--- config.mk ---
export PLATFORM = sky130hd
export DESIGN_NAME = muntjac_fpu_round_pipe_flat
export DESIGN_NICKNAME = d
export VERILOG_FILES = /design/src/rtl/muntjac_fpu_round_pipe_pkg.sv /design/src/rtl/muntjac_fpu_round_pipe_if.sv /design/src/rtl/muntjac_fpu_round_pipe_decide.sv /design/src/rtl/muntjac_fpu_round_pipe.sv /design/src/flat_wrapper.sv
export SDC_FILE = /design/constraint.sdc
export NUM_CORES = 1
export LEC_CHECK = 0
export ABC_AREA = 1
export CAP_MARGIN = 20
export CELL_PAD_IN_SITES_DETAIL_PLACEMENT = 1
export CELL_PAD_IN_SITES_GLOBAL_PLACEMENT = 1
export CORE_MARGIN = 10
export CORE_UTILIZATION = 40
export CTS_CLUSTER_DIAMETER = 200
export CTS_CLUSTER_SIZE = 8
export DETAILED_ROUTE_END_ITERATION = 8
export GPL_ROUTABILITY_DRIVEN = 0
export GPL_TIMING_DRIVEN = 0
export PLACE_DENSITY = 0.8
export SETUP_SLACK_MARGIN = 0.02
export SKIP_LAST_GASP = 1
export SLEW_MARGIN = 30
export SYNTH_ARGS = -nofsm -noshare
export SYNTH_HDL_FRONTEND = slang
export SYNTH_SLANG_ARGS = --single-unit
--- constraint.sdc ---
create_clock -name clk_i -period 5.35 [get_ports clk_i]
set_clock_uncertainty 0.15 [all_clocks]
set_input_delay 0.535 -clock clk_i [delete_from_list [all_inputs] [get_ports clk_i]]
set_output_delay 0.535 -clock clk_i [all_outputs]
set_load 0.02 [all_outputs]
--- src/rtl/muntjac_fpu_round_pipe_pkg.sv ---
// Shared FPU types: RISC-V rounding modes, fflags layout and the result class
// that is carried down the rounding pipeline.
package muntjac_fpu_pkg;

    typedef enum logic [2:0] {
        RNE = 3'b000,
        RTZ = 3'b001,
        RDN = 3'b010,
        RUP = 3'b011,
        RMM = 3'b100
    } rounding_mode_e;

    typedef struct packed {
        logic nv;
        logic dz;
        logic of;
        logic uf;
        logic nx;
    } fflags_t;

    typedef enum logic [1:0] {
        CLS_NORMAL,
        CLS_ZERO,
        CLS_INF,
        CLS_NAN
    } class_e;

endpackage

--- src/rtl/muntjac_fpu_round_pipe_if.sv ---
// Handshake and data bundle between the FMA datapath, the rounder and its consumer.
interface muntjac_fpu_round_pipe_if #(
    parameter int unsigned ExpWidth   = 8,
    parameter int unsigned FracWidth  = 23,
    parameter int unsigned InExpWidth = 10,
    parameter int unsigned InSigWidth = 26
) ();
    import muntjac_fpu_pkg::*;

    logic                              flush_i;
    logic                              in_valid_i;
    logic                              in_ready_o;
    rounding_mode_e                    rounding_mode_i;
    logic                              invalid_i;
    logic                              sign_i;
    logic signed [InExpWidth-1:0]      exponent_i;
    logic [InSigWidth-1:0]             significand_i;
    logic                              is_zero_i;
    logic                              is_inf_i;
    logic                              is_nan_i;
    logic                              out_valid_o;
    logic                              out_ready_i;
    logic [ExpWidth+FracWidth:0]       result_o;
    fflags_t                           fflags_o;

    modport master (
        output flush_i, in_valid_i, rounding_mode_i, invalid_i, sign_i, exponent_i,
               significand_i, is_zero_i, is_inf_i, is_nan_i, out_ready_i,
        input  in_ready_o, out_valid_o, result_o, fflags_o
    );

    modport slave (
        input  flush_i, in_valid_i, rounding_mode_i, invalid_i, sign_i, exponent_i,
               significand_i, is_zero_i, is_inf_i, is_nan_i, out_ready_i,
        output in_ready_o, out_valid_o, result_o, fflags_o
    );

endinterface

--- src/rtl/muntjac_fpu_round_pipe_decide.sv ---
// Round-increment decision from mode, sign and the lsb/round/sticky bits.
module muntjac_fpu_round_decide
    import muntjac_fpu_pkg::*;
(
    input  rounding_mode_e mode,
    input  logic           sign,
    input  logic           lsb,
    input  logic           round,
    input  logic           sticky,
    output logic           inc
);

    always_comb begin
        inc = 1'b0;
        case (mode)
            RTZ:     inc = 1'b0;
            RDN:     inc = (round | sticky) & sign;
            RUP:     inc = (round | sticky) & ~sign;
            RMM:     inc = round;
            default: inc = round & (sticky | lsb);
        endcase
    end

endmodule

--- src/rtl/muntjac_fpu_round_pipe.sv ---
// Two-stage rounder/packer: stage 1 denormalises and decides the increment,
// stage 2 applies it, detects overflow and packs the IEEE result with fflags.
module muntjac_fpu_round_pipe
    import muntjac_fpu_pkg::*;
#(
    parameter int unsigned ExpWidth   = 8,
    parameter int unsigned FracWidth  = 23,
    parameter int unsigned InExpWidth = 10,
    parameter int unsigned InSigWidth = 26
) (
    input  logic                   clk_i,
    input  logic                   rst_ni,
    muntjac_fpu_round_pipe_if.slave bus
);

    localparam int unsigned GuardWidth = InSigWidth - FracWidth - 1;
    localparam int unsigned ShWidth    = $clog2(InSigWidth + 2);
    localparam int unsigned ResWidth   = 1 + ExpWidth + FracWidth;
    localparam int          Bias       = 2 ** (ExpWidth - 1) - 1;
    localparam int          Emin       = 1 - Bias;

    typedef logic signed [InExpWidth:0] wexp_t;

    // ---------------- stage 1 ----------------
    wexp_t                     exp_w;
    wexp_t                     sh_diff;
    logic                      tiny_pre;
    logic [ShWidth-1:0]        sh;
    logic [2*InSigWidth:0]     wide;
    logic [InSigWidth-1:0]     sig_sh;
    rounding_mode_e            mode;
    class_e                    cls;
    logic                      inc, inc_unb, carry_unb, tiny;

    assign exp_w    = {bus.exponent_i[InExpWidth-1], bus.exponent_i};
    assign tiny_pre = exp_w < wexp_t'(Emin);
    assign sh_diff  = wexp_t'(Emin) - exp_w;

    always_comb begin
        sh = '0;
        if (tiny_pre) begin
            if (sh_diff > wexp_t'(InSigWidth + 1)) sh = ShWidth'(InSigWidth + 1);
            else                                   sh = sh_diff[ShWidth-1:0];
        end
    end

    // Bits shifted out land in the low half and collapse into the sticky bit.
    assign wide   = {bus.significand_i, {(InSigWidth + 1){1'b0}}} >> sh;
    assign sig_sh = {wide[2*InSigWidth:InSigWidth+2], wide[InSigWidth+1] | (|wide[InSigWidth:0])};

    always_comb begin
        mode = RNE;
        case (bus.rounding_mode_i)
            RNE, RTZ, RDN, RUP, RMM: mode = bus.rounding_mode_i;
            default:                 mode = RNE;
        endcase
    end

    always_comb begin
        cls = CLS_NORMAL;
        if (bus.is_nan_i)       cls = CLS_NAN;
        else if (bus.is_inf_i)  cls = CLS_INF;
        else if (bus.is_zero_i) cls = CLS_ZERO;
    end

    muntjac_fpu_round_decide u_decide (
        .mode   (mode),
        .sign   (bus.sign_i),
        .lsb    (sig_sh[GuardWidth]),
        .round  (sig_sh[GuardWidth-1]),
        .sticky (|sig_sh[GuardWidth-2:0]),
        .inc    (inc)
    );

    // Rounding at unbounded exponent: a value just below 2^emin that rounds up to it is not tiny.
    muntjac_fpu_round_decide u_decide_unb (
        .mode   (mode),
        .sign   (bus.sign_i),
        .lsb    (bus.significand_i[GuardWidth]),
        .round  (bus.significand_i[GuardWidth-1]),
        .sticky (|bus.significand_i[GuardWidth-2:0]),
        .inc    (inc_unb)
    );

    assign carry_unb = (&bus.significand_i[InSigWidth-1:GuardWidth]) & inc_unb;
    assign tiny      = tiny_pre & ~((exp_w == wexp_t'(Emin - 1)) & carry_unb);

    logic                  s1_valid, s1_sign, s1_invalid, s1_inc, s1_inexact, s1_tiny;
    class_e                s1_cls;
    rounding_mode_e        s1_mode;
    logic [FracWidth:0]    s1_sig;
    wexp_t                 s1_exp;

    logic s2_valid, s2_adv, in_ready;

    assign s2_adv   = ~s2_valid | bus.out_ready_i;
    assign in_ready = ~s1_valid | s2_adv;

    always_ff @(posedge clk_i) begin
        if (!rst_ni) begin
            s1_valid <= 1'b0;
        end else if (bus.flush_i) begin
            s1_valid <= 1'b0;
        end else if (in_ready) begin
            s1_valid <= bus.in_valid_i;
        end
    end

    always_ff @(posedge clk_i) begin
        if (in_ready && bus.in_valid_i) begin
            s1_sign    <= bus.sign_i;
            s1_invalid <= bus.invalid_i;
            s1_cls     <= cls;
            s1_mode    <= mode;
            s1_sig     <= sig_sh[InSigWidth-1:GuardWidth];
            s1_exp     <= tiny_pre ? wexp_t'(Emin) : exp_w;
            s1_inc     <= inc;
            s1_inexact <= |sig_sh[GuardWidth-1:0];
            s1_tiny    <= tiny;
        end
    end

    // ---------------- stage 2 ----------------
    logic [FracWidth+1:0]  sum;
    logic                  carry, int_bit, ovf;
    wexp_t                 bexp;
    logic [ResWidth-1:0]   inf_res, maxf_res, res;
    fflags_t               fl;
    logic [ResWidth-1:0]   s2_result;
    fflags_t               s2_fflags;

    assign sum     = {1'b0, s1_sig} + (FracWidth + 2)'(s1_inc);
    assign carry   = sum[FracWidth+1];
    assign int_bit = carry | sum[FracWidth];
    assign bexp    = int_bit ? (s1_exp + wexp_t'(Bias) + wexp_t'(carry)) : '0;
    assign ovf     = int_bit & (bexp >= wexp_t'(2 ** ExpWidth - 1));

    assign inf_res  = {s1_sign, {ExpWidth{1'b1}}, {FracWidth{1'b0}}};
    assign maxf_res = {s1_sign, {(ExpWidth - 1){1'b1}}, 1'b0, {FracWidth{1'b1}}};

    always_comb begin
        res    = '0;
        fl     = '0;
        fl.nv  = s1_invalid;
        case (s1_cls)
            CLS_NAN:  res = {1'b0, {ExpWidth{1'b1}}, 1'b1, {(FracWidth - 1){1'b0}}};
            CLS_INF:  res = inf_res;
            CLS_ZERO: res = {s1_sign, {(ResWidth - 1){1'b0}}};
            default: begin
                if (ovf) begin
                    fl.of = 1'b1;
                    fl.nx = 1'b1;
                    case (s1_mode)
                        RTZ:     res = maxf_res;
                        RDN:     res = s1_sign ? inf_res : maxf_res;
                        RUP:     res = s1_sign ? maxf_res : inf_res;
                        default: res = inf_res;
                    endcase
                end else begin
                    res   = {s1_sign, bexp[ExpWidth-1:0], sum[FracWidth-1:0]};
                    fl.nx = s1_inexact;
                    fl.uf = s1_tiny & s1_inexact;
                end
            end
        endcase
    end

    always_ff @(posedge clk_i) begin
        if (!rst_ni) begin
            s2_valid  <= 1'b0;
            s2_result <= '0;
            s2_fflags <= '0;
        end else if (bus.flush_i) begin
            s2_valid <= 1'b0;
        end else if (s2_adv) begin
            s2_valid <= s1_valid;
            if (s1_valid) begin
                s2_result <= res;
                s2_fflags <= fl;
            end
        end
    end

    assign bus.in_ready_o  = in_ready;
    assign bus.out_valid_o = s2_valid;
    assign bus.result_o    = s2_result;
    assign bus.fflags_o    = s2_fflags;

endmodule
--- src/flat_wrapper.sv ---
// flat-port wrapper written by rule: the top's interface ports become plain ports
module muntjac_fpu_round_pipe_flat import muntjac_fpu_pkg::*;
#(
    parameter int unsigned ExpWidth   = 8,
    parameter int unsigned FracWidth  = 23,
    parameter int unsigned InExpWidth = 10,
    parameter int unsigned InSigWidth = 26
)
  (clk_i, rst_ni, bus_flush_i, bus_in_valid_i, bus_rounding_mode_i, bus_invalid_i, bus_sign_i, bus_exponent_i, bus_significand_i, bus_is_zero_i, bus_is_inf_i, bus_is_nan_i, bus_out_ready_i, bus_in_ready_o, bus_out_valid_o, bus_result_o, bus_fflags_o);
  muntjac_fpu_round_pipe_if #(.ExpWidth(ExpWidth), .FracWidth(FracWidth), .InExpWidth(InExpWidth), .InSigWidth(InSigWidth)) bus_i ();
  input  logic clk_i;
  input  logic rst_ni;
  input wire logic [$bits(bus_i.flush_i)-1:0] bus_flush_i;
  input wire logic [$bits(bus_i.in_valid_i)-1:0] bus_in_valid_i;
  input wire logic [$bits(bus_i.rounding_mode_i)-1:0] bus_rounding_mode_i;
  input wire logic [$bits(bus_i.invalid_i)-1:0] bus_invalid_i;
  input wire logic [$bits(bus_i.sign_i)-1:0] bus_sign_i;
  input wire logic [$bits(bus_i.exponent_i)-1:0] bus_exponent_i;
  input wire logic [$bits(bus_i.significand_i)-1:0] bus_significand_i;
  input wire logic [$bits(bus_i.is_zero_i)-1:0] bus_is_zero_i;
  input wire logic [$bits(bus_i.is_inf_i)-1:0] bus_is_inf_i;
  input wire logic [$bits(bus_i.is_nan_i)-1:0] bus_is_nan_i;
  input wire logic [$bits(bus_i.out_ready_i)-1:0] bus_out_ready_i;
  output wire logic [$bits(bus_i.in_ready_o)-1:0] bus_in_ready_o;
  output wire logic [$bits(bus_i.out_valid_o)-1:0] bus_out_valid_o;
  output wire logic [$bits(bus_i.result_o)-1:0] bus_result_o;
  output wire logic [$bits(bus_i.fflags_o)-1:0] bus_fflags_o;
  assign bus_i.flush_i = bus_flush_i;
  assign bus_i.in_valid_i = bus_in_valid_i;
  assign bus_i.rounding_mode_i = bus_rounding_mode_i;
  assign bus_i.invalid_i = bus_invalid_i;
  assign bus_i.sign_i = bus_sign_i;
  assign bus_i.exponent_i = bus_exponent_i;
  assign bus_i.significand_i = bus_significand_i;
  assign bus_i.is_zero_i = bus_is_zero_i;
  assign bus_i.is_inf_i = bus_is_inf_i;
  assign bus_i.is_nan_i = bus_is_nan_i;
  assign bus_i.out_ready_i = bus_out_ready_i;
  assign bus_in_ready_o = bus_i.in_ready_o;
  assign bus_out_valid_o = bus_i.out_valid_o;
  assign bus_result_o = bus_i.result_o;
  assign bus_fflags_o = bus_i.fflags_o;
  muntjac_fpu_round_pipe #(.ExpWidth(ExpWidth), .FracWidth(FracWidth), .InExpWidth(InExpWidth), .InSigWidth(InSigWidth)) u_core (.clk_i(clk_i), .rst_ni(rst_ni), .bus(bus_i));
endmodule
==> results of run 1 <==
-- synth_stat cells, types with 11 or more instances --
cell | instances | area [µm²]
a21oi_1 | 44 | 220.2
nand4_1 | 11 | 68.82
inv_1 | 88 | 330.3
dfxtp_1 | 38 | 760.7
inv_2 | 11 | 41.29
o21ai_0 | 33 | 165.2
clkbuf_1 | 16 | 60.06
nor2_1 | 61 | 229.0
xnor2_1 | 11 | 96.34
nand3_1 | 163 | 815.8
nand2_1 | 239 | 897.1
edfxtp_1 | 44 | 1321
-- flip-flops by register name, indices dropped and copies added, names as in the netlist --
name                    flops
u_core.s1_inexact           1
u_core.s1_cls               2
u_core.s1_mode              3
u_core.s1_exp              10
u_core.s1_tiny              1
u_core.s1_valid             1
u_core.bus.fflags_o         4
u_core.s1_inc               1
u_core.bus.out_valid_o      1
u_core.s1_sign              1
u_core.bus.result_o        32
u_core.s1_sig              24
u_core.s1_invalid           1
-- worst max-delay path, delay by kind of cell (launching register included) --
family          cells  cell delay (ps)
simple gates       18             2000
fa+ha+maj           4              880
buf+inv             5              450
compound gates      3              360
flops               1              330
xor+xnor            1              230
-- power by group --
group	internal, mW	total [mW]	switching (mW)
clock	0.396	0.629	0.233
combinational	0.172	0.483	0.311
sequential	0.713	0.741	0.0276
total	1.28	1.85	0.572
-- cell families (layout without fill, tap and decap cells) --
logic type                 Yosys count  after routing
AOI/OAI and AO/OA                  109            109
adders and majority gates            8              8
other                                1              1
and+or+nand+nor                    521            521
xor gates and xnor gates            19             19
DFF                                 82             82
buffers and inverters              139            242
-- path summary, 6_finish.rpt --
check                                            start                                   end  slack (ps)  cells past startpoint
setup reg to reg            u_core.s1_sig[0]$_DFFE_PP_   u_core.bus.result_o[5]$_SDFFE_PN0P_         820                     31
setup / recovery            u_core.s1_sig[0]$_DFFE_PP_   u_core.bus.result_o[5]$_SDFFE_PN0P_         820                     31
hold / removal    u_core.bus.result_o[10]$_SDFFE_PN0P_  u_core.bus.result_o[10]$_SDFFE_PN0P_         320                      2
hold reg to reg   u_core.bus.result_o[10]$_SDFFE_PN0P_  u_core.bus.result_o[10]$_SDFFE_PN0P_         320                      2
-- metrics by stage --
step                area (µm²)  utilization [%]  hold WS, ps  setup slack (ps)
finish                    7435            50.77        315.6             818.2
global route              7435            50.77        330.7             445.5
CTS                       7435            50.77        317.5             760.8
detailed placement        7121            48.62        306.8             814.5
global placement          7101            48.49        301.9             939.3
floorplan                 6010                -        297.5              1560
-- per-layer routing --
layer  GRT usage [%]  share of wire [%]
met1           22.65                 48
met2           31.57                 47
met3           2.603                2.9
met4           6.298                1.7
met5               0                  0
-- layout make-up --
class	instances	share of cell area [%]
Multi-Input combinational cell	658	44.40
Sequential cell	82	28.00
Timing Repair Buffer	87	11.85
Inverter	102	5.183
Clock buffer	16	4.224
Buffer	37	3.248
Tap cell	184	3.097
-- cells in the final DEF, fill, tap and decap left out, drive strengths merged, types with 2 or more instances in the layout --
master	count
a21oi	53
nand4	12
or2	3
buf	22
o211ai	2
xor2	8
nand2	248
clkinv	2
a31oi	3
o21ai	46
edfxtp	44
clkdlybuf4s50	86
nor3	7
nand3	170
nor4	4
nand3b	3
dfxtp	38
inv	100
nor2	74
xnor2	11
ha	8
clkbuf	32
==> results.md, run 1 <==
- Antenna Diode Count: 0
- Number of top-level pins: around 90
- Sinks on Clock Net: 82
- Placed Instances: ~1200
- Global routing usage summed across all routing layers: between 10% and 20%
- Total count of max-transition violations in the final report: 0
- Achievable clock frequency: about 220 MHz
- WS Path Type: flip-flop to flip-flop
- DRC violation count after routing: 0
- Sum of negative setup slack: 0 ps
- Post-synth net total: 936
- Post-detailed-route wirelength per cell: 15.68 µm
- Number of enable-type register cells in the synthesized netlist: 44
- Synth Register Bits: between 80 and 90
- Number of levels in the clock H-tree: 3
- Slowest cell delay on critical path: 330 ps
- DRC marker count from the first detailed-route iteration: 245
- CTS root buf: clkbuf_16
- Share of synthesized area occupied by flip-flops and latches: between 30 and 40%
- Netlist area before placement: ~0.006 mm²
- Power density over the cells: around 250 mW/mm²
- Parity-gate share of the synthesized area counting xor and xnor cells: 2.769%
- Leak: 3.206 nW
- Total congestion overflow: 0
- Headroom to the max-slew limit: slightly above 60%
- Time the worst path needs with I/O delays and setup: about 4500 ps
- Multi-input combinational cell area: 0.003301 mm²
- Post-detailed-route via-to-cell ratio: around 5.1
- Die outline width: between 100 and 150 µm
- HPWL reported at the end of detailed placement: about 15000 µm
- Layout cells sized above 1: about a tenth
- Startpoint Class: flip-flop
- Synth unique cells: 44
- Async set-or-reset flop fraction in the synthesized netlist: 0%
- Fin crit share: 84.71%
- Setup-violating endpoint count in the final report: 0
- Wire length of the first global-routing pass: approximately 30000 µm
- Drt pass-1 iters: 4
- Antenna violations before repair: 0
- Proportion of synthesized area in mux cells: 0%
- Number of maximum-capacitance constraint violations: 0
- Setup repair after global routing missed its margin: false
- Post-synthesis average cell area: slightly below 7 µm²
- Adder-cell share of the synthesized area: 1.666%
- Count of hold-fix buffers inserted at cts: 0
- Clock latency on the worst-skew pair: between 300 and 400 ps
- PortBufs: 86
- Register area: around 0.0021 mm²
- Setup bufs post-CTS: 0
- Largest family of logic cells by synthesized area: simple AND/OR/NAND/NOR gates
- Fillers: about 1900
- Critical Path RT: ~5400 ps
- Die Y-Extent: ~140 µm
- Area added between synthesis and finish: 23.71%
- Worst Hold Class: flip-flop to flip-flop
- Number of cells produced by synthesis: approximately 900
- Fin. Hold Viols: 0
- Number of global-route vias before repair: between 6000 and 7000
- Maximum number of pins on one net before global-route repair: 30
- Non-filler cells, final: ~1200
- CTS clock-pin slew for the worst setup and hold paths: 60 ps
- Total of warnings raised by yosys: 0
- Count of vias placed by the detailed router: 5913
- Worst-margin pin slew: 564.4 ps
- Placeable core region: 0.01464 mm²
- CTS tree: yes
- Worst-path cell with the longest stage delay: edfxtp_1
- Area fraction in and, or, nand and nor cells after synthesis: 39.81%
- Number of cell rows: 44
- Total power of the final layout: around 1.9 mW
- Primary FF master, synth: edfxtp_1
- Post-CTS sizing: 0
- Final layout net count: 1034
- Maximum buffer depth of the clock tree: 2
- Synthesized-area fraction occupied by ao, oa, aoi and oai cells: 10.62%
- Clock buffers created by TritonCTS: 9
- Full die area: between 0.02 and 0.025 mm²
- Arr. time, crit path: 4580 ps
- Run status: finished, final reports clean
- Detailed Route WL: roughly 18000 µm
- Setup crit end kind: flip-flop
- Worst vdd rail ir drop: 141.4 µV
- Final ANT Viol Nets: 0
- Maximum fanout along the worst path: 10
- Starting utilization of the core area: 41.04%
Note: power is estimated with default switching activity, not from simulation.
==> inputs of run 2 (changes only) <==
CORE_UTILIZATION = 36   (was 40)
PLACE_DENSITY = 0.76   (was 0.8)
clock period = 4.1 ns   (was 5.35 ns; I/O delays follow)
==> results.md, run 2 (synthesis results as in run 1) <==
- Run status: complete, but fails checks
- Violated checks: setup timing
- Antenna violations before repair: 0 (unchanged)
- Number of top-level pins: 88 (unchanged)
- Setup-violating endpoint count in the final report: 32 (+32)
- Post-detailed-route wirelength per cell: 17.49 µm (+12%)
- Most common library cell in the layout ignoring fill and taps: nand2_1
- Area added between synthesis and finish: 36.19%
- Sequential Power Share: 39.0% (-1.0 points)
- Fin. Hold Viols: 0 (unchanged)
- Cell count along the critical path: 31 (unchanged)
- Count of vias placed by the detailed router: 6389 (+8.1%)
- Startpoint Class: flip-flop
- Sinks on Clock Net: 82 (unchanged)
- Met3 track utilization from global routing: 2.093% (-0.51 points)
- Power density over the cells: 306.2 mW/mm² (+23%)
- Final worst-path setup slack: -164.3 ps (-982.4 ps)
- Sw Share: 32.09% (+1.2 points)
- Worst-case reg-to-reg path depth: 31 (unchanged)
- Setup crit end kind: flip-flop
- Fin crit share: 104.0% (+19 points)
- Maximum fanout along the worst path: 5 (-5)
- Area after DPL: 0.007166 mm² (+0.63%)
- Worst Hold Class: flip-flop to flip-flop
- Total congestion overflow: 0 (unchanged)
- Full die area: 0.02226 mm² (+9.5%)
- DRC violation count after routing: 0 (unchanged)
- Achievable clock frequency: 234.5 MHz (+6.3%)
- Detailed Route WL: 21900 µm (+20%)
- Worst-case register-to-register setup slack: -160 ps (-980 ps)
- Worst-path cell with the longest stage delay: edfxtp_1
- Clock latency on the worst-skew pair: 340 ps (about the same)
- Post-route design area: 0.008184 mm² (+10%)
- End point of the critical path: u_core.bus.result_o[2]$_SDFFE_PN0P_
- Worst-case hold slack: 315.2 ps (-0.3950 ps)
- Die outline width: 149.2 µm (+4.7%)
- Number of maximum-capacitance constraint violations: 0 (unchanged)
- Crit path buffers/inverters: 5 (unchanged)
- Clock network fraction of design power: 32.6% (-1.3 points)
- Wire length of the first global-routing pass: 33740 µm (+11%)
- Final layout net count: 1084 (+4.8%)
- Global routing usage summed across all routing layers: 18.50% (+0.26 points)
- Clock buffers created by TritonCTS: 9 (unchanged)
- Startpoint of the worst register-to-register path: u_core.s1_sig[0]$_DFFE_PP_
- CTS clock-pin slew for the worst setup and hold paths: 60 ps (about the same)
- Number of global-route vias before repair: 6552 (+7.2%)
- Critical Path RT: 4180 ps (-1220 ps)
- Arr. time, crit path: 4340 ps (-240 ps)
- Worst-margin pin slew: 620.2 ps (+55.79 ps)
- Number of cell rows: 47 (+6.8%)
- Time the worst path needs with I/O delays and setup: 4264 ps (-267.6 ps)
- Maximum number of pins on one net before global-route repair: 30 (unchanged)
- CTS root buf: clkbuf_16
- Startpoint of the worst setup timing path: u_core.s1_sig[0]$_DFFE_PP_
- Slowest cell delay on critical path: 390 ps (+60 ps)
- Placeable core region: 0.01647 mm² (+12%)
- Most frequent cells in the layout: nand2_1 (222), nand3_1 (163), inv_1 (85)
- Antenna Diode Count: 0 (unchanged)
- Drt pass-1 iters: 4 (unchanged)
- Layout cells sized above 1: 18.22% (+7.9 points)
- Peak-usage layer in the global routing report: met2
- Headroom to the max-slew limit: 58.50% (-3.5 points)
- RR Endpoint: u_core.bus.result_o[2]$_SDFFE_PN0P_
- Worst vdd rail ir drop: 245.5 µV (+74%)
- Internal power: 1.702 mW (+33%)
- Most common cell on crit path: nor2_4
- Starting utilization of the core area: 36.50% (-4.5 points)
- CP delay by family, top: simple AND/OR/NAND/NOR gates
- Post-detailed-route via-to-cell ratio: 5.103 (+0.63%)
- Final ANT Viol Nets: 0 (unchanged)
- Comb pwr share: 28.4% (+2.3 points)
- HPWL reported at the end of detailed placement: 15260 µm (+0.55%)
- Die Y-Extent: 149.2 µm (+4.7%)
- Net switching power figure: 0.8042 mW (+41%)
- CTS tree: yes
- Leak: 3.556 nW (+11%)
- Routing usage on met2: 32.76% (+1.2 points)
- PortBufs: 86 (unchanged)
- Global Route met1 Usage: 22.25% (-0.40 points)
- Fillers: 2095 (+10%)
- Number of levels in the clock H-tree: 3 (unchanged)
- Count of hold-fix buffers inserted at cts: 0 (unchanged)
- Total count of max-transition violations in the final report: 0 (unchanged)
- Flip-flop count of the largest register, all copies and words added: 32 (unchanged)
- Setup repair after global routing missed its margin: true
- Maximum buffer depth of the clock tree: 2 (unchanged)
- WS Path Type: flip-flop to flip-flop
- DRC marker count from the first detailed-route iteration: 282 (+15%)
[run 2: changes by cell type in the layout (fill, tap and decap cells not counted), moves of 4 or more]
cell / delta
buf_4: +44
nand2_1: -17
nor2_4: +4
o21ai_4: +4
ha_1: -4
ha_4: +4
clkbuf_8: -4
a21oi_2: +7
a21oi_1: -7
nand2_4: +7
nand2_2: +10
[run 2: worst min-delay path by stage]
stage          cells after the start                                 start                                   end
2_1_floorplan                      2           u_core.s1_invalid$_DFFE_PP_   u_core.bus.fflags_o[4]$_SDFFE_PN0P_
3_3_place_gp                       2   u_core.bus.fflags_o[1]$_SDFFE_PN0P_   u_core.bus.fflags_o[1]$_SDFFE_PN0P_
3_5_place_dp                       2  u_core.bus.result_o[11]$_SDFFE_PN0P_  u_core.bus.result_o[11]$_SDFFE_PN0P_
4_1_cts                            2  u_core.bus.result_o[17]$_SDFFE_PN0P_  u_core.bus.result_o[17]$_SDFFE_PN0P_
5_1_grt                            2  u_core.bus.result_o[17]$_SDFFE_PN0P_  u_core.bus.result_o[17]$_SDFFE_PN0P_
6_report                           2  u_core.bus.result_o[17]$_SDFFE_PN0P_  u_core.bus.result_o[17]$_SDFFE_PN0P_
[run 2: timing repair]
item                       CTS  global route
buffers inserted            39            11
pin swaps                   22            22
resized for setup           32            45
cloned                       2             2
setup endpoints to repair   34            36
[run 2: through the flow]
step	setup slack (ps)	power [mW]	util, %	cells	TNS (ps)
global placement	-233.1	1.597	43.40	1185	-5999
floorplan	310.4	1.395	-	879	0
global route	-347.1	2.643	49.70	1252	-9787
CTS	-65.72	2.461	48.06	1240	-1443
detailed placement	-361.2	1.615	43.52	1186	-10410
finish	-164.3	2.506	49.70	1252	-3422
[run 2: power groups by stage]
stage                     logic [mW]  clock network [mW]  registers [mW]
after floorplan                0.416                   0           0.979
after global placement         0.617                   0           0.980
after detailed placement       0.631                   0           0.984
after CTS                      0.658               0.832           0.971
after global routing           0.792               0.871           0.980
final                          0.711               0.817           0.978
[run 2: per-layer routing]
metal / vias to the layer above / wire length (µm) / share of wire [%]
met4: 0 / 641 / 2.9
met5: - / 0 / 0
met1: 3005 / 9695 / 44
li1: 3203 / - / -
met2: 138 / 10970 / 50
met3: 43 / 590 / 2.7
[run 2: layout make-up]
type / count / area, µm² / area share, %
plain buffers: 36 / 244.0 / 2.981
clock inverters: 2 / 35.03 / 0.4281
well taps: 220 / 275.3 / 3.363
clock buffers: 14 / 269.0 / 3.287
multi-input cells: 658 / 3563 / 43.54
inverters: 102 / 392.9 / 4.800
repair buffers: 138 / 1323 / 16.16
flip-flops and latches: 82 / 2082 / 25.44
[run 2: worst reg2reg max path, delay by kind of cell (launching register included)]
kind | cells | cell delay [ps]
compound gates | 2 | 270
buf+inv | 5 | 430
simple gates | 19 | 1990
fa+ha+maj | 4 | 680
flops | 1 | 390
xor+xnor | 1 | 240
